==> config.mk <==
export PLATFORM = sky130hd
export DESIGN_NAME = csi_rx_packet_handler_mvc_flat
export DESIGN_NICKNAME = d
export VERILOG_FILES = /design/src/rtl/csi_rx_packet_handler_mvc_if.sv /design/src/rtl/csi_rx_packet_handler_mvc.sv /design/src/flat_wrapper.sv
export SDC_FILE = /design/constraint.sdc
export NUM_CORES = 1
export LEC_CHECK = 0
export BUFFER_PORTS_ARGS = -buffer_cell sky130_fd_sc_hd__buf_2
export CAP_MARGIN = 25
export CELL_PAD_IN_SITES_DETAIL_PLACEMENT = 0
export CELL_PAD_IN_SITES_GLOBAL_PLACEMENT = 2
export CORE_MARGIN = 2
export CORE_UTILIZATION = 36
export CTS_CLUSTER_DIAMETER = 120
export CTS_CLUSTER_SIZE = 16
export DETAILED_ROUTE_END_ITERATION = 12
export PLACE_DENSITY = 0.92
export REMOVE_ABC_BUFFERS = 1
export SLEW_MARGIN = 25
export SYNTH_ARGS = -nofsm -noshare
export SYNTH_HDL_FRONTEND = slang
export SYNTH_SLANG_ARGS = --single-unit
export TNS_END_PERCENT = 50
==> constraint.sdc <==
create_clock -name clock -period 5.6 [get_ports clock]
set_input_delay 0.56 -clock clock [delete_from_list [all_inputs] [get_ports clock]]
set_output_delay 0.56 -clock clock [all_outputs]
set_load 0.02 [all_outputs]
==> src/rtl/csi_rx_packet_handler_mvc_if.sv <==
`default_nettype none
// ============================================================================
// Interface : csi_rx_packet_handler_mvc_if
// Combined-word input stream, link feedback and payload output stream.
// Revision  : 1.0
// ============================================================================
interface csi_rx_packet_handler_mvc_if;
  logic [31:0] data;
  logic        data_enable;
  logic        data_frame;
  logic        lp_detect;
  logic        sync_wait;
  logic        packet_done;
  logic [31:0] payload;
  logic        payload_enable;
  logic [3:0]  payload_bytes;
  logic        payload_last;
  logic [1:0]  payload_vc;

  modport master (
    output data, data_enable, data_frame, lp_detect,
    input  sync_wait, packet_done, payload, payload_enable, payload_bytes,
           payload_last, payload_vc
  );

  modport slave (
    input  data, data_enable, data_frame, lp_detect,
    output sync_wait, packet_done, payload, payload_enable, payload_bytes,
           payload_last, payload_vc
  );
endinterface
`default_nettype wire

==> src/rtl/csi_rx_packet_handler_mvc.sv <==
`default_nettype none
// ============================================================================
// Module   : csi_rx_packet_handler_mvc
// CSI-2 header/ECC parser, video payload streamer with CRC-16, per-VC frames.
// Revision : 1.0
// ============================================================================
module csi_rx_packet_handler_mvc #(
  parameter int          NUM_VC   = 4,
  parameter logic [5:0]  FS_DT    = 6'h00,
  parameter logic [5:0]  FE_DT    = 6'h01,
  parameter logic [5:0]  VIDEO_DT = 6'h2A,
  parameter logic [15:0] MAX_LEN  = 16'd8192
) (
  input  wire logic                   clock,
  input  wire logic                   reset,
  input  wire logic                   enable,
  csi_rx_packet_handler_mvc_if.slave  bus,
  output logic [NUM_VC-1:0]           in_frame,
  output logic                        in_line,
  output logic [NUM_VC-1:0]           vsync,
  output logic                        ecc_error,
  output logic                        crc_valid,
  output logic                        crc_error
);

  // Parity row masks over header bits [23:0], P5 in the top slice, P0 at the bottom
  localparam logic [143:0] ECC_MASKS = {24'hEFFC00, 24'hDF03F0, 24'hB8E38E,
                                        24'h749A6D, 24'hF2555B, 24'hF12CB7};

  typedef enum logic [1:0] {
    ST_IDLE    = 2'd0,
    ST_PAYLOAD = 2'd1,
    ST_SKIP    = 2'd2
  } state_t;

  function automatic logic [5:0] ecc6(input logic [23:0] d);
    logic [5:0] p;
    for (int k = 0; k < 6; k++) p[k] = ^(d & ECC_MASKS[24*k +: 24]);
    return p;
  endfunction

  function automatic logic [15:0] crc16_byte(input logic [15:0] crc_in, input logic [7:0] b);
    logic [15:0] c;
    c = crc_in;
    for (int k = 0; k < 8; k++) begin
      if (c[0] ^ b[k]) c = (c >> 1) ^ 16'h8408;
      else             c = c >> 1;
    end
    return c;
  endfunction

  state_t              state_q, state_d;
  logic [16:0]         rem_q, rem_d;
  logic [15:0]         crc_q, crc_d;
  logic [15:0]         rx_crc_q, rx_crc_d;
  logic [1:0]          vc_q, vc_d;
  logic [NUM_VC-1:0]   in_frame_q, in_frame_d;
  logic [NUM_VC-1:0]   vsync_q, vsync_d;
  logic [31:0]         payload_q, payload_d;
  logic                payload_enable_q, payload_enable_d;
  logic [3:0]          payload_bytes_q, payload_bytes_d;
  logic                payload_last_q, payload_last_d;
  logic                in_line_q, in_line_d;
  logic                ecc_error_q, ecc_error_d;
  logic                packet_done_q, packet_done_d;
  logic                crc_valid_q, crc_valid_d;
  logic                crc_error_q, crc_error_d;

  logic [15:0]         hdr_wc;
  logic [1:0]          hdr_vc;
  logic [5:0]          hdr_dt;
  logic                hdr_ok;
  logic                vc_ok;
  logic [15:0]         crc_w;
  logic [15:0]         rx_w;
  logic [3:0]          mask_w;
  logic [16:0]         rem_step;

  always_comb begin
    state_d          = state_q;
    rem_d            = rem_q;
    crc_d            = crc_q;
    rx_crc_d         = rx_crc_q;
    vc_d             = vc_q;
    in_frame_d       = in_frame_q;
    payload_d        = payload_q;
    payload_enable_d = 1'b0;
    payload_bytes_d  = 4'h0;
    payload_last_d   = 1'b0;
    vsync_d          = '0;
    ecc_error_d      = 1'b0;
    packet_done_d    = 1'b0;
    crc_valid_d      = 1'b0;
    crc_error_d      = 1'b0;
    in_line_d        = in_line_q & ~payload_last_q;

    hdr_wc = bus.data[23:8];
    hdr_vc = bus.data[7:6];
    hdr_dt = bus.data[5:0];
    hdr_ok = (ecc6(bus.data[23:0]) == bus.data[29:24]) && (bus.data[31:30] == 2'b00);
    vc_ok  = 32'(hdr_vc) < NUM_VC;

    // Classify each byte lane: payload while i < rem-2, CRC while i < rem
    crc_w  = crc_q;
    rx_w   = rx_crc_q;
    mask_w = 4'h0;
    for (int i = 0; i < 4; i++) begin
      if (17'(i + 2) < rem_q) begin
        mask_w[i] = 1'b1;
        crc_w     = crc16_byte(crc_w, bus.data[8*i +: 8]);
      end else if (17'(i) < rem_q) begin
        if (17'(i + 2) == rem_q) rx_w[7:0]  = bus.data[8*i +: 8];
        else                     rx_w[15:8] = bus.data[8*i +: 8];
      end
    end
    rem_step = (rem_q > 17'd4) ? (rem_q - 17'd4) : 17'd0;

    if (enable) begin
      unique case (state_q)
        ST_IDLE: begin
          if (bus.data_enable && !bus.lp_detect) begin
            packet_done_d = 1'b1;
            if (!hdr_ok || (hdr_dt >= 6'h10 && hdr_wc > MAX_LEN)) begin
              ecc_error_d = 1'b1;
            end else if (hdr_dt < 6'h10) begin
              for (int v = 0; v < NUM_VC; v++) begin
                if (32'(hdr_vc) == v) begin
                  if (hdr_dt == FS_DT) begin
                    vsync_d[v]    = 1'b1;
                    in_frame_d[v] = 1'b1;
                  end else if (hdr_dt == FE_DT) begin
                    in_frame_d[v] = 1'b0;
                  end
                end
              end
            end else begin
              packet_done_d = 1'b0;
              rem_d         = {1'b0, hdr_wc} + 17'd2;
              crc_d         = 16'hFFFF;
              rx_crc_d      = 16'h0000;
              vc_d          = hdr_vc;
              state_d       = (hdr_dt == VIDEO_DT && vc_ok) ? ST_PAYLOAD : ST_SKIP;
            end
          end
        end
        ST_PAYLOAD, ST_SKIP: begin
          if (bus.lp_detect) begin
            state_d       = ST_IDLE;
            packet_done_d = 1'b1;
            in_line_d     = 1'b0;
          end else if (rem_q == 17'd0) begin
            state_d       = ST_IDLE;
            packet_done_d = 1'b1;
            if (state_q == ST_PAYLOAD) begin
              crc_valid_d = 1'b1;
              crc_error_d = (crc_q != rx_crc_q);
            end
          end else if (!bus.data_frame) begin
            state_d       = ST_IDLE;
            packet_done_d = 1'b1;
            in_line_d     = 1'b0;
          end else if (bus.data_enable) begin
            rem_d = rem_step;
            if (state_q == ST_PAYLOAD) begin
              crc_d            = crc_w;
              rx_crc_d         = rx_w;
              payload_d        = bus.data;
              payload_bytes_d  = mask_w;
              payload_enable_d = |mask_w;
              payload_last_d   = (|mask_w) && (rem_q <= 17'd6);
              if (|mask_w) in_line_d = 1'b1;
            end
          end
        end
        default: state_d = ST_IDLE;
      endcase
    end
  end

  always_ff @(posedge clock) begin
    if (reset) begin
      state_q          <= ST_IDLE;
      rem_q            <= '0;
      crc_q            <= '0;
      rx_crc_q         <= '0;
      vc_q             <= '0;
      in_frame_q       <= '0;
      vsync_q          <= '0;
      payload_q        <= '0;
      payload_enable_q <= 1'b0;
      payload_bytes_q  <= '0;
      payload_last_q   <= 1'b0;
      in_line_q        <= 1'b0;
      ecc_error_q      <= 1'b0;
      packet_done_q    <= 1'b0;
      crc_valid_q      <= 1'b0;
      crc_error_q      <= 1'b0;
    end else begin
      state_q          <= state_d;
      rem_q            <= rem_d;
      crc_q            <= crc_d;
      rx_crc_q         <= rx_crc_d;
      vc_q             <= vc_d;
      in_frame_q       <= in_frame_d;
      vsync_q          <= vsync_d;
      payload_q        <= payload_d;
      payload_enable_q <= payload_enable_d;
      payload_bytes_q  <= payload_bytes_d;
      payload_last_q   <= payload_last_d;
      in_line_q        <= in_line_d;
      ecc_error_q      <= ecc_error_d;
      packet_done_q    <= packet_done_d;
      crc_valid_q      <= crc_valid_d;
      crc_error_q      <= crc_error_d;
    end
  end

  assign bus.sync_wait      = (state_q == ST_IDLE) & ~reset;
  assign bus.packet_done    = packet_done_q;
  assign bus.payload        = payload_q;
  assign bus.payload_enable = payload_enable_q;
  assign bus.payload_bytes  = payload_bytes_q;
  assign bus.payload_last   = payload_last_q;
  assign bus.payload_vc     = vc_q;
  assign in_frame           = in_frame_q;
  assign in_line            = in_line_q;
  assign vsync              = vsync_q;
  assign ecc_error          = ecc_error_q;
  assign crc_valid          = crc_valid_q;
  assign crc_error          = crc_error_q;

endmodule
`default_nettype wire

==> src/flat_wrapper.sv <==
// flat-port wrapper written by rule: the top's interface ports become plain ports
module csi_rx_packet_handler_mvc_flat 
#(
  parameter int          NUM_VC   = 4,
  parameter logic [5:0]  FS_DT    = 6'h00,
  parameter logic [5:0]  FE_DT    = 6'h01,
  parameter logic [5:0]  VIDEO_DT = 6'h2A,
  parameter logic [15:0] MAX_LEN  = 16'd8192
)
  (clock, reset, enable, in_frame, in_line, vsync, ecc_error, crc_valid, crc_error, bus_data, bus_data_enable, bus_data_frame, bus_lp_detect, bus_sync_wait, bus_packet_done, bus_payload, bus_payload_enable, bus_payload_bytes, bus_payload_last, bus_payload_vc);
  csi_rx_packet_handler_mvc_if bus_i ();
  input  wire logic clock;
  input  wire logic reset;
  input  wire logic enable;
  output logic [NUM_VC-1:0] in_frame;
  output logic in_line;
  output logic [NUM_VC-1:0] vsync;
  output logic ecc_error;
  output logic crc_valid;
  output logic crc_error;
  input wire logic [$bits(bus_i.data)-1:0] bus_data;
  input wire logic [$bits(bus_i.data_enable)-1:0] bus_data_enable;
  input wire logic [$bits(bus_i.data_frame)-1:0] bus_data_frame;
  input wire logic [$bits(bus_i.lp_detect)-1:0] bus_lp_detect;
  output wire logic [$bits(bus_i.sync_wait)-1:0] bus_sync_wait;
  output wire logic [$bits(bus_i.packet_done)-1:0] bus_packet_done;
  output wire logic [$bits(bus_i.payload)-1:0] bus_payload;
  output wire logic [$bits(bus_i.payload_enable)-1:0] bus_payload_enable;
  output wire logic [$bits(bus_i.payload_bytes)-1:0] bus_payload_bytes;
  output wire logic [$bits(bus_i.payload_last)-1:0] bus_payload_last;
  output wire logic [$bits(bus_i.payload_vc)-1:0] bus_payload_vc;
  assign bus_i.data = bus_data;
  assign bus_i.data_enable = bus_data_enable;
  assign bus_i.data_frame = bus_data_frame;
  assign bus_i.lp_detect = bus_lp_detect;
  assign bus_sync_wait = bus_i.sync_wait;
  assign bus_packet_done = bus_i.packet_done;
  assign bus_payload = bus_i.payload;
  assign bus_payload_enable = bus_i.payload_enable;
  assign bus_payload_bytes = bus_i.payload_bytes;
  assign bus_payload_last = bus_i.payload_last;
  assign bus_payload_vc = bus_i.payload_vc;
  csi_rx_packet_handler_mvc #(.NUM_VC(NUM_VC), .FS_DT(FS_DT), .FE_DT(FE_DT), .VIDEO_DT(VIDEO_DT), .MAX_LEN(MAX_LEN)) u_core (.clock(clock), .reset(reset), .enable(enable), .bus(bus_i), .in_frame(in_frame), .in_line(in_line), .vsync(vsync), .ecc_error(ecc_error), .crc_valid(crc_valid), .crc_error(crc_error));
endmodule
==> metrics.yaml <==
outcome: "completed"
async_flop_share_pct: 0
critPathMaxStageDelay_ns: 0.63
crit_path_top_delay_cell: "nor4b_2"
wl_per_cell_um: 20.8
holdPathEnd: "u_core.bus.payload[19]"
maxSlewViolCount: 0
worstPathRequired_ns: 5.81
die-area_um2: 25800
root_buffer: "clkbuf_16"
r2r_cells: 13
core_um2: 24200
fin_area_um2: 9800
finalCriticalPeriod_ns: 4.64
final_util_pct: 40.5
hold_class: "reg -> reg"
initial_utilization_pct: 36.5
worstReg2RegEnd: "u_core.crc_q[2]"
path_class: "in -> reg"
power_leakage_nw: 4.01
vias_per_cell: 5.53
cp-end-kind: "flop"
antenna_found_initial: 1
synth_mux_area_share_pct: 3.97
clk_latency_ns: 0.37
path_cells: "buf_2 > inv_1 > ha_1 > xor2_1 > xnor2_1 > xnor3_1 > a211o_1 > nor4_1 > buf_4 > a31oi_1 > nor4b_2 > and2_1 > nand2_1 > nor2_1 > a221oi_1"
wirelength_mm: 30.9
yosysTopAreaCell: "dfxtp_1"
grt-ovfl-total: 0
syn2layout_area_growth_pct: 11.2
postCtsSetupBuffers: 0
dr.pass1.iters: 5
crit_start: "bus_data[22]"
hold_violations: 0
cts_hold_buf: 0
tns_ns: 0
drt_iter0_markers: 604
p_per_area_nw_per_um2: 187
synth_compound_area_share_pct: 17.9
synthTopCellsByArea: "dfxtp_1, xnor2_1, nand2_1"
clock-skew-final_ns: 0.0127
maxCapViolations: 0
tightest_slew_ns: 0.919
min_from: "u_core.bus.payload[19]"
fp-row-count: 57
cts_buffers: 9
synthSimpleGateAreaFrac_pct: 19.4
rr_startpoint: "u_core.rem_q[11]"
path_buf_inv: 3
start_kind: "primary input"
synthDistinctLibCells: 71
vias: 8214
drc: 0
cts.sinks: 104
cts-resized-gates: 0
yosys.area_share.adder_pct: 5.11
nets: 1231
placed_area_um2: 9520
synth_xor_xnor_area_share_pct: 24.4
synth-edff-count: 0
synthCells: 1114
gp_congestion: 0.963
die_h_um: 161
crit_arrival_ns: 4.84
path_clk_slew_ns: 0.08
max_freq_ghz: 0.216
finalSetupViolations: 0
die_w_um: 161
synth_top_flop_cell: "dfxtp_1"
clk_path_buf_depth: 2
drtAntennaViolNets: 0
synth_area_um2: 8820
reg2reg_slack_ns: 1.11
timing.hold.ws_ns: 0.453
fin_crit_sh_pct: 82.8
cts_tree: "built"
cp_top_family: "simple AND/OR/NAND/NOR gates"
rsz0062_at_grt: "no"
drive_gt1_share_pct: 14.5
vdd_drop_max_uv: 149
dp_hpwl_mm: 23.1
grt_pass1_wl_mm: 46.9
nFillCells: 2528
synth_top_family_by_area: "XOR/XNOR gates"
yosysWarningCount: 0
path_max_fanout: 9
synthMostInstantiatedCell: "nand2_1"
synth-seq-cells: 104
yosysTopAreaCellShare_pct: 23.6
slew_headroom_pct: 38.2
io_pins: 92
grt_use_total_pct: 23.8
htree_levels: 3
synth_top_cells_by_count: "nand2_1, xnor2_1, nor2_1"
synth.yosys.seq_area_share_pct: 23.6
min_path_cells: 2
io_buffers: 91
avgSynthCellArea_um2: 7.92
grt_pass1_vias: 7641
grt_max_degree: 56
## registers in the layout, indices dropped and copies added (netlist names)
| signal | cells |
|---|---|
| u_core.bus.packet_done | 1 |
| u_core.bus.payload | 32 |
| u_core.bus.payload_bytes | 4 |
| u_core.bus.payload_enable | 1 |
| u_core.bus.payload_last | 1 |
| u_core.bus.payload_vc | 2 |
| u_core.crc_error | 1 |
| u_core.crc_q | 16 |
| u_core.crc_valid | 1 |
| u_core.ecc_error | 1 |
| u_core.in_frame | 4 |
| u_core.in_line | 1 |
| u_core.rem_q | 17 |
| u_core.rx_crc_q | 16 |
| u_core.state_q | 2 |
| u_core.vsync | 4 |
## worst max-delay path by stage
stage | endpoint | slack (ns) | cells past startpoint
global placement | u_core.crc_q[0] | 0.87 | 15
detailed placement | u_core.crc_q[0] | 0.71 | 15
global route | u_core.crc_q[0] | 0.64 | 15
finish | u_core.crc_q[0] | 0.96 | 15
floorplan | u_core.crc_q[3] | 0.73 | 11
CTS | u_core.crc_q[0] | 1.08 | 15
## power by group
group / leakage (nW) / internal [mW] / total (mW) / switching, mW
Clock: 0.139 / 0.308 / 0.629 / 0.320
Combinational: 3.03 / 0.210 / 0.460 / 0.250
Sequential: 0.837 / 0.740 / 0.741 / 0.00116
Total: 4.01 / 1.26 / 1.83 / 0.572
## cell usage in the layout, fill, tap and decap left out, drive strengths merged, types with 11 or more instances in the layout
cell / instances
nand2: 159
xnor2: 138
buf: 117
nor2: 109
a21oi: 104
dfxtp: 104
o21ai: 39
inv: 39
ha: 36
xor2: 30
mux2i: 30
nand3: 22
xnor3: 22
nor3: 22
o2111ai: 18
a211oi: 17
o211ai: 16
nor4: 12
or3: 11
## worst min-delay path: cells and delay by family (launching register included)
family          cells  cell delay, ns
compound gates      1            0.05
flops               1            0.31
simple gates        1            0.05
## metrics by stage
stage	std cells	total power, mW	setup WS, ns
6_report	1486	1.83	0.964
5_1_grt	1485	1.90	0.636
4_1_cts	1485	1.83	1.08
3_5_place_dp	1470	1.21	0.710
3_3_place_gp	1470	1.21	0.874
2_1_floorplan	1029	1.07	0.734
## per-layer routing
layer	GRT usage (%)	vias to the layer above	routed length, µm
met5	0	-	13
met4	7.99	2	835
met3	4.55	54	2300
met2	38.0	332	14000
met1	32.5	3904	13800
li1	-	3922	-
## cell type report
type                       instances  area [µm²]  share of cell area, %
tap                              324         405                   4.14
clock inverter                     6        51.3                  0.523
timing repair buffer             117         651                   6.64
antenna                            1        2.50                 0.0255
multi-input combinational        890        6250                   63.8
clock buffer                       9         225                   2.30
sequential                       104        2080                   21.2
inverter                          35         131                   1.34
## cell families (layout without fill, tap and decap cells)
| group | Yosys count | count (layout) |
|---|---|---|
| other cells | 0 | 1 |
| buf+inv | 120 | 167 |
| simple gates | 377 | 377 |
| compound gates | 250 | 250 |
| flops | 104 | 104 |
| mux | 33 | 33 |
| xor+xnor | 194 | 194 |
| fa+ha+maj | 36 | 36 |
Power figures use the tool's default switching activity.
